<file path="config.mk">
export PLATFORM = sky130hd
export DESIGN_NAME = iob_rom_burst_reader_flat
export DESIGN_NICKNAME = d
export VERILOG_FILES = /design/src/rtl/iob_rom_burst_reader_if.sv /design/src/rtl/iob_rom_burst_reader.sv /design/src/flat_wrapper.sv
export SDC_FILE = /design/constraint.sdc
export NUM_CORES = 1
export LEC_CHECK = 0
export ABC_AREA = 1
export CAP_MARGIN = 0
export CORE_MARGIN = 4
export CORE_UTILIZATION = 25
export DETAILED_ROUTE_END_ITERATION = 10
export DONT_BUFFER_PORTS = 1
export GPL_ROUTABILITY_DRIVEN = 1
export PLACE_DENSITY = 0.38
export SYNTH_ARGS = -nofsm -noshare
export SYNTH_HDL_FRONTEND = slang
export SYNTH_SLANG_ARGS = --single-unit
</file>
<file path="constraint.sdc">
create_clock -name clk_i -period 4.25 [get_ports clk_i]
set_input_delay 0.85 -clock clk_i [delete_from_list [all_inputs] [get_ports clk_i]]
set_output_delay 0.85 -clock clk_i [all_outputs]
set_load 0.02 [all_outputs]
</file>
<file path="src/rtl/iob_rom_burst_reader_if.sv">
// Bundles the burst command, ROM read port and output stream of iob_rom_burst_reader.
// The master modport is the reader, and the slave modport is its environment.
interface iob_rom_burst_reader_if #(
  parameter int DATA_W = 32,
  parameter int ADDR_W = 10,
  parameter int LEN_W  = 11
);
  logic              start_i;
  logic [ADDR_W-1:0] base_addr_i;
  logic [LEN_W-1:0]  len_i;
  logic              busy_o;
  logic              done_o;
  logic              r_en_o;
  logic [ADDR_W-1:0] r_addr_o;
  logic              r_ready_i;
  logic [DATA_W-1:0] r_data_i;
  logic [DATA_W-1:0] data_o;
  logic              valid_o;
  logic              ready_i;

  modport master (
    input  start_i, base_addr_i, len_i, r_ready_i, r_data_i, ready_i,
    output busy_o, done_o, r_en_o, r_addr_o, data_o, valid_o
  );

  modport slave (
    output start_i, base_addr_i, len_i, r_ready_i, r_data_i, ready_i,
    input  busy_o, done_o, r_en_o, r_addr_o, data_o, valid_o
  );
endinterface

</file>
<file path="src/rtl/iob_rom_burst_reader.sv">
// Walks a contiguous ROM address range and issues one read per word, tolerating request stalls.
// Each word is captured the cycle after it is accepted and streamed out through a 3-entry FIFO.
module iob_rom_burst_reader #(
  parameter int DATA_W = 32,
  parameter int ADDR_W = 10,
  parameter int LEN_W  = 11
) (
  input logic                    clk_i,
  input logic                    arst_i,
  iob_rom_burst_reader_if.master bus
);

  typedef enum logic [1:0] {IDLE, READ, DRAIN} state_t;

  state_t            state_q, state_d;
  logic [ADDR_W-1:0] addr_q, addr_d;
  logic [LEN_W-1:0]  rem_q, rem_d;
  logic              inflight_q, inflight_d;
  logic              done_q, done_d;
  logic [DATA_W-1:0] fifo_q [3];
  logic [1:0]        wr_ptr_q, wr_ptr_d;
  logic [1:0]        rd_ptr_q, rd_ptr_d;
  logic [1:0]        count_q, count_d;

  logic       r_en;
  logic       accept;
  logic       push;
  logic       pop;
  logic [2:0] credit_used;

  // A slot is reserved for every in-flight word, so the push that follows an acceptance never overflows.
  assign credit_used = {2'b00, inflight_q} + {1'b0, count_q};
  assign r_en        = (state_q == READ) && (credit_used < 3'd3);
  assign accept      = r_en && bus.r_ready_i;
  assign push        = inflight_q;
  assign pop         = (count_q != 2'd0) && bus.ready_i;

  // NOTE: each combinational output is given a default first, so that no path leaves it unassigned and infers a latch.
  always_comb begin
    count_d  = count_q;
    wr_ptr_d = wr_ptr_q;
    rd_ptr_d = rd_ptr_q;
    if (push && !pop)      count_d = count_q + 2'd1;
    else if (!push && pop) count_d = count_q - 2'd1;
    if (push) wr_ptr_d = (wr_ptr_q == 2'd2) ? 2'd0 : wr_ptr_q + 2'd1;
    if (pop)  rd_ptr_d = (rd_ptr_q == 2'd2) ? 2'd0 : rd_ptr_q + 2'd1;
  end

  always_comb begin
    state_d    = state_q;
    addr_d     = addr_q;
    rem_d      = rem_q;
    done_d     = 1'b0;
    inflight_d = accept;
    unique case (state_q)
      IDLE: begin
        if (bus.start_i) begin
          if (bus.len_i != '0) begin
            addr_d  = bus.base_addr_i;
            rem_d   = bus.len_i;
            state_d = READ;
          end else begin
            done_d = 1'b1;
          end
        end
      end
      READ: begin
        if (accept) begin
          addr_d = addr_q + ADDR_W'(1);
          rem_d  = rem_q - LEN_W'(1);
          if (rem_q == LEN_W'(1)) state_d = DRAIN;
        end
      end
      DRAIN: begin
        // Finish as the last word leaves, so done follows the final transfer by one cycle.
        if (!inflight_q && count_d == 2'd0) begin
          done_d  = 1'b1;
          state_d = IDLE;
        end
      end
      default: state_d = IDLE;
    endcase
  end

  // NOTE: state registers use non-blocking assignments so every flop samples the pre-edge values of the others.
  always_ff @(posedge clk_i or posedge arst_i) begin
    if (arst_i) begin
      state_q    <= IDLE;
      addr_q     <= '0;
      rem_q      <= '0;
      inflight_q <= 1'b0;
      done_q     <= 1'b0;
      wr_ptr_q   <= '0;
      rd_ptr_q   <= '0;
      count_q    <= '0;
    end else begin
      state_q    <= state_d;
      addr_q     <= addr_d;
      rem_q      <= rem_d;
      inflight_q <= inflight_d;
      done_q     <= done_d;
      wr_ptr_q   <= wr_ptr_d;
      rd_ptr_q   <= rd_ptr_d;
      count_q    <= count_d;
    end
  end

  // NOTE: the FIFO storage is reset because data_o shows the head entry directly and must read 0 out of reset.
  always_ff @(posedge clk_i or posedge arst_i) begin
    if (arst_i) begin
      for (int i = 0; i < 3; i++) fifo_q[i] <= '0;
    end else if (push) begin
      fifo_q[wr_ptr_q] <= bus.r_data_i;
    end
  end

  assign bus.busy_o   = (state_q != IDLE);
  assign bus.done_o   = done_q;
  assign bus.r_en_o   = r_en;
  assign bus.r_addr_o = addr_q;
  assign bus.data_o   = fifo_q[rd_ptr_q];
  assign bus.valid_o  = (count_q != 2'd0);

endmodule

</file>
<file path="src/flat_wrapper.sv">
// flat-port wrapper written by rule: the top's interface ports become plain ports
module iob_rom_burst_reader_flat 
#(
  parameter int DATA_W = 32,
  parameter int ADDR_W = 10,
  parameter int LEN_W  = 11
)
  (clk_i, arst_i, bus_start_i, bus_base_addr_i, bus_len_i, bus_r_ready_i, bus_r_data_i, bus_ready_i, bus_busy_o, bus_done_o, bus_r_en_o, bus_r_addr_o, bus_data_o, bus_valid_o);
  iob_rom_burst_reader_if #(.DATA_W(DATA_W), .ADDR_W(ADDR_W), .LEN_W(LEN_W)) bus_i ();
  input logic clk_i;
  input logic arst_i;
  input wire logic [$bits(bus_i.start_i)-1:0] bus_start_i;
  input wire logic [$bits(bus_i.base_addr_i)-1:0] bus_base_addr_i;
  input wire logic [$bits(bus_i.len_i)-1:0] bus_len_i;
  input wire logic [$bits(bus_i.r_ready_i)-1:0] bus_r_ready_i;
  input wire logic [$bits(bus_i.r_data_i)-1:0] bus_r_data_i;
  input wire logic [$bits(bus_i.ready_i)-1:0] bus_ready_i;
  output wire logic [$bits(bus_i.busy_o)-1:0] bus_busy_o;
  output wire logic [$bits(bus_i.done_o)-1:0] bus_done_o;
  output wire logic [$bits(bus_i.r_en_o)-1:0] bus_r_en_o;
  output wire logic [$bits(bus_i.r_addr_o)-1:0] bus_r_addr_o;
  output wire logic [$bits(bus_i.data_o)-1:0] bus_data_o;
  output wire logic [$bits(bus_i.valid_o)-1:0] bus_valid_o;
  assign bus_i.start_i = bus_start_i;
  assign bus_i.base_addr_i = bus_base_addr_i;
  assign bus_i.len_i = bus_len_i;
  assign bus_i.r_ready_i = bus_r_ready_i;
  assign bus_i.r_data_i = bus_r_data_i;
  assign bus_i.ready_i = bus_ready_i;
  assign bus_busy_o = bus_i.busy_o;
  assign bus_done_o = bus_i.done_o;
  assign bus_r_en_o = bus_i.r_en_o;
  assign bus_r_addr_o = bus_i.r_addr_o;
  assign bus_data_o = bus_i.data_o;
  assign bus_valid_o = bus_i.valid_o;
  iob_rom_burst_reader #(.DATA_W(DATA_W), .ADDR_W(ADDR_W), .LEN_W(LEN_W)) u_core (.clk_i(clk_i), .arst_i(arst_i), .bus(bus_i));
endmodule
</file>
==> results.cfg <==
[status]
status = finished, final reports clean

[synth]
postSynthCellCount = 765
synth_xor_area_share_pct = 0.145
yosysUniqueCellTypes = 25
syn_area_um2 = 6040
ys_seq_area_share_pct = 52.7
synth-seq-cells = 127
synth_compound_area_share_pct = 13.7
synth_fa_ha_area_share_pct = 1.24
avgSynthCellArea_um2 = 7.89
synth_top_family_by_area = simple AND/OR/NAND/NOR gates
synthSimpleGateAreaFrac_pct = 24.9
synthMuxAreaShare_pct = 0.187
yosysWarnings = 0
syn_nets = 829

[pwr]
sw_frac_of_total_pct = 44.2
seqPwrFrac_pct = 35.9
p_int_mw = 3.49
power.density_nw_per_um2 = 894
pwr-share-clk_pct = 25.3
power_switching_mw = 2.76
finalPower_mw = 6.25
p_comb_share_pct = 38.8
p_leak_nw = 3.44
peakVddDrop_mv = 0.265

[cts]
cts.sinks = 127
insertion_delay_ns = 0.41
cts_tree = yes
path_clk_slew_ns = 0.07
cts_buffers = 17
clockBufferDepth = 2
cts_resized = 0
root_buffer = clkbuf_16
cts_hold_buf = 0
post_cts_buffers = 0
htreeDepth = 4

[placement]
place_congestion = 0.739
portBuffers = 0
placed_area_um2 = 6350
place_hpwl_um = 10700

[final_layout]
seq_area_um2 = 3180
num-fill-cells = 2541
nNetsFinal = 817
drive_above_1_share_pct = 7.70
syn_to_final_growth_pct = 15.7
utilization_pct = 29.6
multi_input_area_um2 = 2460
n_antenna_cell = 0
layout_commonest_cell = nand2_1
mostFrequentLayoutCells = nand2_1 (286), dfrtp_1 (127), o21ai_1 (69)
design_area_um2 = 6980

[floorplanning]
fp.dieArea_um2 = 26700
die_h_um = 163
core_area_um2 = 23600
pin_count = 104
start_util_pct = 25.6
die_width_um = 163
rows = 56

[sta]
setup_viol = 0
drv_slew = 0
rsz0062_at_grt = false
whs_ns = 0.397
setup_tns_ns = 0
worst_slew_pin_slew_ns = 1.09
hold_viol = 0
relSlewSlack_pct = 27.5
final.min_clock_period_ns = 3.09
finalCritPeriodShare_pct = 72.8
max_freq_ghz = 0.323
skew_ns = 0.0117

[global_routing]
grt_pass1_vias = 5072
antenna_found_initial = 0
grt_first_pass_wirelength_um = 27300
gr-total-overflow = 0
grt_start_max_net_pins = 66
grt_usage_pct = 13.1

[route]
first_pass_iters = 4
wl_per_cell_um = 15.5
dr.first_iter.drc_count = 290
ant_nets = 0
via_per_inst = 4.60
wirelength_um = 16800
drc = 0
vias = 4988

[setup_path]
cp-end-kind = primary output
cp_top_family = simple AND/OR/NAND/NOR gates
cp_num_buf_inv = 1
required_ns = 3.40
critPathLaunchType = register
cp_max_fo = 33
worst_path_max_delay_cell = nor2_4
crit_type = register to primary output
path_cells = inv_1 > nor2_4 > a22oi_1 > nand2_1
critical-path-max-stage-delay_ns = 0.82
crit_arrival_ns = 2.24

[flow_run]
maxCapViolCount = 0

[worst_hold_path]
min_path_type = input pin to asynchronous set/reset pin
[state kept, by name, indices dropped and copies added (netlist names)]
name                 flops
u_core.inflight_q        1
u_core.bus.done_o        1
u_core.state_q           2
u_core.bus.r_addr_o     10
u_core.wr_ptr_q          2
u_core.rd_ptr_q          2
u_core.rem_q            11
u_core.count_q           2
u_core.fifo_q           96
[Yosys cell counts (all sizes together)]
cell / number / area share (%)
dfrtp: 127 / 53
or2: 7 / 0.73
nor2: 32 / 2.2
clkbuf: 20 / 1.2
inv: 72 / 4.5
xor2: 1 / 0.15
nand3: 38 / 3.2
nand2: 289 / 18
o21bai: 1 / 0.12
o21ai: 123 / 10
a22oi: 26 / 3.2
nand3b: 3 / 0.37
nand4: 2 / 0.21
o211ai: 1 / 0.12
ha: 6 / 1.2
mux2: 1 / 0.19
buf: 16 / 1.5
[worst register-to-register path, stage by stage, from the launching register on]
cell,delay (ns)
dfrtp_1,0.50
ha_1,0.24
ha_1,0.26
nand2_1,0.08
nand2_2,0.06
nor2_4,0.20
nand2_2,0.12
nand2_4,0.32
inv_2,0.22
nand2_1,0.10
nand2_1,0.06
[power by group through the flow]
| stage | combinational, mW | clock (mW) | sequential, mW |
|---|---|---|---|
| 4_1_cts | 2.49 | 1.63 | 2.24 |
| 5_1_grt | 2.79 | 1.68 | 2.32 |
| 6_report | 2.42 | 1.58 | 2.24 |
| 3_5_place_dp | 2.48 | 0 | 2.26 |
| 3_3_place_gp | 2.40 | 0 | 2.25 |
| 2_1_floorplan | 1.99 | 0 | 2.13 |
[kinds of logic (layout without fill, tap and decap cells)]
family | count (synthesis) | count (layout)
AOI/OAI and AO/OA | 151 | 151
muxes | 1 | 1
adders and majority gates | 6 | 6
buffers and inverters | 108 | 109
and+or+nand+nor | 371 | 371
DFF | 127 | 127
xor gates and xnor gates | 1 | 1
[layout make-up]
cell class / count / area share (%)
clock buffer: 17 / 6.09
timing repair buffer: 5 / 0.538
inverter: 72 / 3.94
multi-input combinational: 530 / 35.2
sequential: 127 / 45.5
tap: 319 / 5.72
clock inverter: 15 / 2.97
[metrics by stage]
step | worst slack [ns] | instances
CTS | 1.11 | 1085
floorplan | 0.0157 | 765
global placement | 1.61 | 1053
detailed placement | 1.58 | 1053
global route | 1.02 | 1085
finish | 1.16 | 1085
[final timing paths]
path                       cells after the start               start                end  slack (ns)
max                                            4  u_core.rd_ptr_q[0]     bus_data_o[28]        1.16
min                                            1              arst_i    u_core.rem_q[0]        0.40
max reg2reg                                   10   u_core.inflight_q   u_core.rem_q[10]        1.96
min reg2reg                                    2     u_core.rem_q[9]    u_core.rem_q[9]        0.48
max in group asynchronous                      2              arst_i  u_core.fifo_q[30]        2.97
min in group clk_i                             2     u_core.rem_q[9]    u_core.rem_q[9]        0.48
[metal layers]
| metal | GRT usage (%) | vias up | part of all wire [%] |
|---|---|---|---|
| li1 | - | 2434 | - |
| met1 | 16.1 | 2417 | 44 |
| met2 | 21.7 | 126 | 48 |
| met3 | 4.54 | 11 | 6.3 |
| met4 | 3.85 | 0 | 1.1 |
| met5 | 0 | - | 0 |
Note: power is estimated with default switching activity, not from simulation.
